### src/rtl/hsclk_div_sel_pkg.sv
`default_nettype none
// ============================================================================
//  Module      : hsclk_div_sel_pkg
//  Description : Shared constants for the hsclk divider / HS-select stage:
//                FSM state encoding, divide-ratio lookup and field widths.
//  Revision    : 1.0 - initial release
// ============================================================================
package hsclk_div_sel_pkg;

    // Default width of the divider-select field.
    localparam int c_DIV_SEL_W = 2;

    // Width of the period counter and ratio register (largest ratio is 5).
    localparam int c_CNT_W = 3;

    // FSM state encoding.
    localparam logic [1:0] c_ST_OFF   = 2'd0;
    localparam logic [1:0] c_ST_ARM   = 2'd1;
    localparam logic [1:0] c_ST_ON    = 2'd2;
    localparam logic [1:0] c_ST_DRAIN = 2'd3;

    // Divide ratios selected by cpuclk_div_sel.
    localparam logic [c_CNT_W-1:0] c_RATIO_SEL0 = 3'd2;
    localparam logic [c_CNT_W-1:0] c_RATIO_SEL1 = 3'd3;
    localparam logic [c_CNT_W-1:0] c_RATIO_SEL2 = 3'd4;
    localparam logic [c_CNT_W-1:0] c_RATIO_SEL3 = 3'd5;

    // Map the select code to its divide ratio N.
    function automatic logic [c_CNT_W-1:0] f_ratio(input logic [1:0] sel);
        logic [c_CNT_W-1:0] v_n;
        case (sel)
            2'b00:   v_n = c_RATIO_SEL0;
            2'b01:   v_n = c_RATIO_SEL1;
            2'b10:   v_n = c_RATIO_SEL2;
            default: v_n = c_RATIO_SEL3;
        endcase
        return v_n;
    endfunction

    // First count of the high phase: ceil(N/2). Counts below it are low.
    function automatic logic [c_CNT_W-1:0] f_high_start(input logic [c_CNT_W-1:0] n);
        logic [c_CNT_W-1:0] v_sum;
        v_sum = n + c_CNT_W'(1);
        return v_sum >> 1;
    endfunction

endpackage
`default_nettype wire

### src/rtl/hsclk_div_sel_sync_ff.sv
`default_nettype none
// ============================================================================
//  Module      : hsclk_div_sel_sync_ff
//  Description : Multi-flop synchroniser, asynchronously reset to 0. Brings an
//                asynchronous level into the hsclk domain.
//  Ports       : clk   - destination clock
//                rst_n - asynchronous active-low reset
//                i_d   - asynchronous input level
//                o_q   - synchronised output level
//  Revision    : 1.0 - initial release
// ============================================================================
module hsclk_div_sel_sync_ff #(
    parameter int STAGES = 2
) (
    input  logic clk,
    input  logic rst_n,
    input  logic i_d,
    output logic o_q
);

    // Two flops are the floor for metastability settling.
    localparam int c_DEPTH = (STAGES < 2) ? 2 : STAGES;

    logic [c_DEPTH-1:0] r_sync;

    always_ff @(posedge clk or negedge rst_n) begin
        if (!rst_n) begin
            r_sync <= '0;
        end else begin
            r_sync <= {r_sync[c_DEPTH-2:0], i_d};
        end
    end

    assign o_q = r_sync[c_DEPTH-1];

endmodule
`default_nettype wire

### src/rtl/hsclk_div_sel.sv
`default_nettype none
// ============================================================================
//  Module      : hsclk_div_sel
//  Description : hsclk divider and high-speed clock select handshake. Divides
//                hsclk by 2/3/4/5 and gates the divided clock on and off only
//                at divided-period boundaries, and only while the low-speed
//                path reports that it is parked.
//  Ports       : hsclk          - sole clock, rising edge
//                resetb         - asynchronous active-low reset
//                cpuclk_div_sel - divide ratio select (00:2 01:3 10:4 11:5)
//                hs_req         - async request for the HS clock
//                ls_idle        - async, LS path gated off and parked low
//                hs_clk_out     - registered divided clock, low when disabled
//                hs_selected    - registered, HS clock drives the CPU
//                hs_gate_en     - registered enable to the downstream mux
//                period_end     - pulse on the last cycle of each period
//  Options     : define HSCLK_HOLDOFF_EN to enforce a minimum dwell of
//                HOLDOFF_CYCLES in OFF before re-arming.
//  Revision    : 1.0 - initial release
// ============================================================================
module hsclk_div_sel
    import hsclk_div_sel_pkg::*;
#(
    parameter int SYNC_STAGES    = 2,
    parameter int HOLDOFF_CYCLES = 4,
    parameter int DIV_SEL_W      = c_DIV_SEL_W
) (
    input  logic                 hsclk,
    input  logic                 resetb,
    input  logic [DIV_SEL_W-1:0] cpuclk_div_sel,
    input  logic                 hs_req,
    input  logic                 ls_idle,
    output logic                 hs_clk_out,
    output logic                 hs_selected,
    output logic                 hs_gate_en,
    output logic                 period_end
);

    // ------------------------------------------------------------------
    // Input synchronisers
    // ------------------------------------------------------------------
    logic w_req_s;
    logic w_idle_s;

    hsclk_div_sel_sync_ff #(
        .STAGES (SYNC_STAGES)
    ) u_sync_req (
        .clk   (hsclk),
        .rst_n (resetb),
        .i_d   (hs_req),
        .o_q   (w_req_s)
    );

    hsclk_div_sel_sync_ff #(
        .STAGES (SYNC_STAGES)
    ) u_sync_idle (
        .clk   (hsclk),
        .rst_n (resetb),
        .i_d   (ls_idle),
        .o_q   (w_idle_s)
    );

    // ------------------------------------------------------------------
    // Period counter and ratio register
    // ------------------------------------------------------------------
    logic [c_CNT_W-1:0] r_count;
    logic [c_CNT_W-1:0] r_ratio;
    logic [c_CNT_W-1:0] w_last;
    logic [c_CNT_W-1:0] w_high_start;
    logic               w_period_end;
    logic               w_phase;

    assign w_last       = r_ratio - c_CNT_W'(1);
    assign w_period_end = (r_count == w_last);
    assign w_high_start = f_high_start(r_ratio);
    assign w_phase      = (r_count >= w_high_start);

    // The ratio is only reloaded on the wrap, so a select change mid-period
    // lets the current period finish at its old length.
    always_ff @(posedge hsclk or negedge resetb) begin
        if (!resetb) begin
            r_count <= '0;
            r_ratio <= c_RATIO_SEL0;
        end else if (w_period_end) begin
            r_count <= '0;
            r_ratio <= f_ratio(cpuclk_div_sel[1:0]);
        end else begin
            r_count <= r_count + c_CNT_W'(1);
        end
    end

    // ------------------------------------------------------------------
    // Select FSM
    // ------------------------------------------------------------------
    logic [1:0] r_state;
    logic [1:0] w_state_nxt;
    logic       w_holdoff_done;

    always_ff @(posedge hsclk or negedge resetb) begin
        if (!resetb) begin
            r_state <= c_ST_OFF;
        end else begin
            r_state <= w_state_nxt;
        end
    end

    // ARM and DRAIN only move on period_end, so the gate opens at count 0
    // and closes right after the last (high) count of a period. An ON->DRAIN
    // step taken on period_end costs one extra full period, never a runt.
    always_comb begin
        w_state_nxt = r_state;
        case (r_state)
            c_ST_OFF: begin
                if (w_req_s && w_idle_s && w_holdoff_done) begin
                    w_state_nxt = c_ST_ARM;
                end
            end
            c_ST_ARM: begin
                if (w_period_end) begin
                    w_state_nxt = w_req_s ? c_ST_ON : c_ST_OFF;
                end
            end
            c_ST_ON: begin
                if (!w_req_s) begin
                    w_state_nxt = c_ST_DRAIN;
                end
            end
            c_ST_DRAIN: begin
                // A re-request here is deliberately ignored until OFF.
                if (w_period_end) begin
                    w_state_nxt = c_ST_OFF;
                end
            end
            default: begin
                w_state_nxt = c_ST_OFF;
            end
        endcase
    end

    // Enable is decoded from the next state so the registered copies line
    // up exactly with the state register.
    logic w_en_nxt;

    always_comb begin
        w_en_nxt = 1'b0;
        if ((w_state_nxt == c_ST_ON) || (w_state_nxt == c_ST_DRAIN)) begin
            w_en_nxt = 1'b1;
        end
    end

    // ------------------------------------------------------------------
    // OFF dwell holdoff
    // ------------------------------------------------------------------
`ifdef HSCLK_HOLDOFF_EN
    localparam int c_HOLD_W = (HOLDOFF_CYCLES < 1) ? 1 : $clog2(HOLDOFF_CYCLES + 1);

    logic [c_HOLD_W-1:0] r_holdoff;
    logic                w_off_entry;

    assign w_off_entry = (w_state_nxt == c_ST_OFF) && (r_state != c_ST_OFF);

    always_ff @(posedge hsclk or negedge resetb) begin
        if (!resetb) begin
            r_holdoff <= '0;
        end else if (w_off_entry) begin
            r_holdoff <= c_HOLD_W'(HOLDOFF_CYCLES);
        end else if (r_holdoff != '0) begin
            r_holdoff <= r_holdoff - c_HOLD_W'(1);
        end
    end

    assign w_holdoff_done = (r_holdoff == '0);
`else
    logic [31:0] w_unused_holdoff;

    assign w_unused_holdoff = HOLDOFF_CYCLES;
    assign w_holdoff_done   = 1'b1;
`endif

    // ------------------------------------------------------------------
    // Output registers
    // ------------------------------------------------------------------
    logic r_gate_en;
    logic r_selected;
    logic r_clk_out;

    always_ff @(posedge hsclk or negedge resetb) begin
        if (!resetb) begin
            r_gate_en  <= 1'b0;
            r_selected <= 1'b0;
            r_clk_out  <= 1'b0;
        end else begin
            r_gate_en  <= w_en_nxt;
            r_selected <= w_en_nxt;
            r_clk_out  <= w_phase & r_gate_en;
        end
    end

    assign hs_clk_out  = r_clk_out;
    assign hs_selected = r_selected;
    assign hs_gate_en  = r_gate_en;
    assign period_end  = w_period_end;

endmodule
`default_nettype wire

### config.mk
export PLATFORM = sky130hd
export DESIGN_NAME = hsclk_div_sel
export DESIGN_NICKNAME = d
export VERILOG_FILES = /design/src/rtl/hsclk_div_sel_pkg.sv /design/src/rtl/hsclk_div_sel_sync_ff.sv /design/src/rtl/hsclk_div_sel.sv
export SDC_FILE = /design/constraint.sdc
export NUM_CORES = 1
export LEC_CHECK = 0
export CAP_MARGIN = 20
export CORE_ASPECT_RATIO = 1.75
export CORE_MARGIN = 1.5
export CORE_UTILIZATION = 25
export CTS_CLUSTER_DIAMETER = 150
export DETAILED_ROUTE_END_ITERATION = 10
export GPL_TIMING_DRIVEN = 0
export PLACE_DENSITY_LB_ADDON = 0.25
export REMOVE_ABC_BUFFERS = 1
export SLEW_MARGIN = 20
export SYNTH_ARGS = -nofsm -noshare
export SYNTH_HDL_FRONTEND = slang
export SYNTH_SLANG_ARGS = --single-unit
### constraint.sdc
create_clock -name hsclk -period 3.9 [get_ports hsclk]
set_clock_uncertainty 0.2 [all_clocks]
set_input_delay 0.78 -clock hsclk [delete_from_list [all_inputs] [get_ports hsclk]]
set_output_delay 0.78 -clock hsclk [all_outputs]
set_load 0.005 [all_outputs]
==> impl_results.md <==
- Final count of hold timing violations: 0
- Post-synthesis sequential area ratio: 55.0%
- Setup Fix Bufs, Post-CTS: 0
- Commonest non-fill, non-tap cell in the layout: dfrtp_1
- Most frequent cells in the layout: dfrtp_1 (13), clkdlybuf4s50_1 (9), inv_1 (5), ha_1 (5), clkbuf_8 (4)
- #FFs+latches synth: 14
- Number of CTS-inserted buffers: 3
- ANT nets after route: 0
- TritonCTS Sinks: 14
- Post-synth top area cell: dfrtp_1
- Clk_lat worst skew: 0.24 ns
- # DRC: 0
- DR iter-0 viols: 1
- CP Data Arrival Time: 2.19 ns
- Placed Area: 754 µm²
- Final setup margin: 0.730 ns
- CTS tree: built
- GPL Wtd Cong: 0.619
- CTS Root Cell: clkbuf_8
- Total GRT Usage: 9.15%
- Worst setup SP type: flop
- HP Class: reg2reg
- Number of antenna violations at the first check in global routing: 0
- Setup CP Type: reg2out
- IO Pins: 10
- Static leakage: 0.379 nW
- Number of max-cap violations: 0
- Longest Clk Path Bufs: 2
- Worst IR Drop VDD: 0.240 mV
- Largest family of logic cells by synthesized area: adder cells
- CP endpoint kind: output port
- Status: completed
- Critical Path Fanout Max: 4
- RSZ-0062 raised after global routing: no
- Critical path origin: r_ratio[1]
- Final Max Slew Viols: 0
- XOR/XNOR Fraction of Synth Area: 9.20%
- Clock transition at the registers of the reported paths: 0.06 ns
- Yosys cell types: 21
- Vias in the first global route: 391
- Yosys warnings: 0
- Mean post-synth cell area: 13.3 µm²
- Placed cell count: 82
- Worst r2r src: r_ratio[1]
- Top Family by Delay on Critical Path: buffers and inverters
- Slew of the pin with the lowest slew margin: 0.630 ns
- Fmax: 315 MHz
- Top-area cell type share of the netlist area: 50.9%
- GRT overflow: 0
- CP Data Required Time: 2.92 ns
- DRT Pass-1 Iters: 2
- Setup TNS: 0 ns
- Per-cell routed wire length: 11.3 µm
- Share of layout cells above drive strength 1: 21.7%
- Placed wire-length estimate: 757 µm
- DIE HEIGHT: 69.9 µm
- Crit-path slowest cell: dfstp_2
- Synth Area in Adders: 9.78%
- Ant. Diodes: 0
- Area of the mapped netlist: 639 µm²
- Multiplexer share of the synthesized area: 9.20%
- Port bufs: 9
- Starting density of the core: 26.0%
- Area delta synth->final: 26.6%
- Post-Route WL: 975 µm
- WHS: 0.149 ns
- Area contributors post-synth: dfrtp_1 (51%), ha_1 (9.8%), mux2_2 (5.3%)
- Final Non-Filler Cells: 86
- Die area: 0.00288 mm²
- Die Wd: 41.2 µm
- CP peak stage delay: 0.53 ns
- Detailed-route via count: 371
- First-pass GRT wire length: 1730 µm
- Mapped Cells: 48
- Worst rel slew slack: 57.9%
- Core Region: 0.00246 mm²
- Pre-CTS WS: 0.970 ns
- Compound-cell area share of the yosys netlist: 3.91%
- Vias per inst: 4.31
- Largest net degree at the start of global routing: 15
- Simple-gate portion of the synthesized area: 8.22%
- Design Area, Final: 810 µm²
- # setup viols final: 0
- HP Start: u_sync_idle.r_sync[0]
- Rows: 24
- Post-cts repair resize count: 0
- H-tree depth: 1
- CP cell instances: inv_1 > ha_1 > xor2_1 > nand3_4 > inv_2 > clkdlybuf4s50_1
- Layout net count: 72
- Fin crit share: 81.3%
- Minimum clock period: 3.17 ns
- Hold-fix buffers, CTS: 0
- PD cells: 958 mW/mm²
- WP buf/inv: 3
[final timing paths]
kind / to / slack, ns / depth (start not counted)
min: u_sync_idle.r_sync[1] / 0.15 / 0
min in group asynchronous: u_sync_req.r_sync[1] / 0.73 / 1
max in group asynchronous: r_ratio[2] / 2.36 / 1
max reg2reg: r_ratio[2] / 1.84 / 6
min reg2reg: u_sync_idle.r_sync[1] / 0.15 / 0
max: period_end / 0.73 / 6
[worst reg2reg max path, cell delays in order, from the launching register on]
cell and delay, ns:
dfstp_2 0.53, inv_1 0.05, ha_1 0.31, xor2_1 0.30
nand3_4 0.14, inv_2 0.11, mux2_4 0.30
[routing by layer]
layer / GRT usage (%) / up-vias / wire (µm)
met5: 0 / - / 0
met4: 7.53 / 0 / 27
met3: 2.86 / 2 / 25
met2: 13.4 / 5 / 575
met1: 9.92 / 185 / 348
li1: - / 179 / -
[synthesized netlist by cell type, drive strengths merged]
library cell and number:
o21ai 1, a21oi 1, nor2 3, xnor3 1, a21boi 2, ha 5
nand3 1, and2 1, nand2 1, nor2b 1, xnor2 2, dfrtp 13
mux2i 1, mux2 4, buf 1, nand4 1, inv 6, xor2 2
dfstp 1
[cell families (layout without fill, tap and decap cells)]
| group | after synthesis | in the layout |
|---|---|---|
| buffers and inverters | 7 | 19 |
| adder cells (fa/ha/maj) | 5 | 5 |
| multiplexers | 5 | 5 |
| AO/OA/AOI/OAI | 4 | 4 |
| AND/OR/NAND/NOR | 8 | 8 |
| XOR/XNOR | 5 | 5 |
| flip-flops | 14 | 14 |
[state kept, by name, indices dropped and copies added (netlist names)]
signal              cells
r_state                 2
u_sync_idle.r_sync      2
r_ratio                 3
hs_clk_out              1
r_count                 3
hs_selected             1
u_sync_req.r_sync       2
[power by group]
group | internal [mW] | switching [mW] | total, mW
clock | 0.0892 | 0.0489 | 0.138
combinational | 0.214 | 0.171 | 0.386
sequential | 0.206 | 0.0452 | 0.252
[metrics by stage]
| step | util [%] | power (mW) |
|---|---|---|
| after floorplan | - | 0.532 |
| after global placement | 30.6 | 0.639 |
| after detailed placement | 30.6 | 0.650 |
| after CTS | 32.9 | 0.797 |
| after global routing | 32.9 | 0.850 |
| final | 32.9 | 0.776 |
[layout make-up]
type / instances / area, µm²
flip-flops and latches: 14 / 352
clock buffers: 4 / 55.1
repair buffers: 9 / 90.1
multi-input cells: 27 / 258
inverters: 6 / 22.5
fillers: 267 / 1650
well taps: 26 / 32.5
Power figures use the tool's default switching activity.
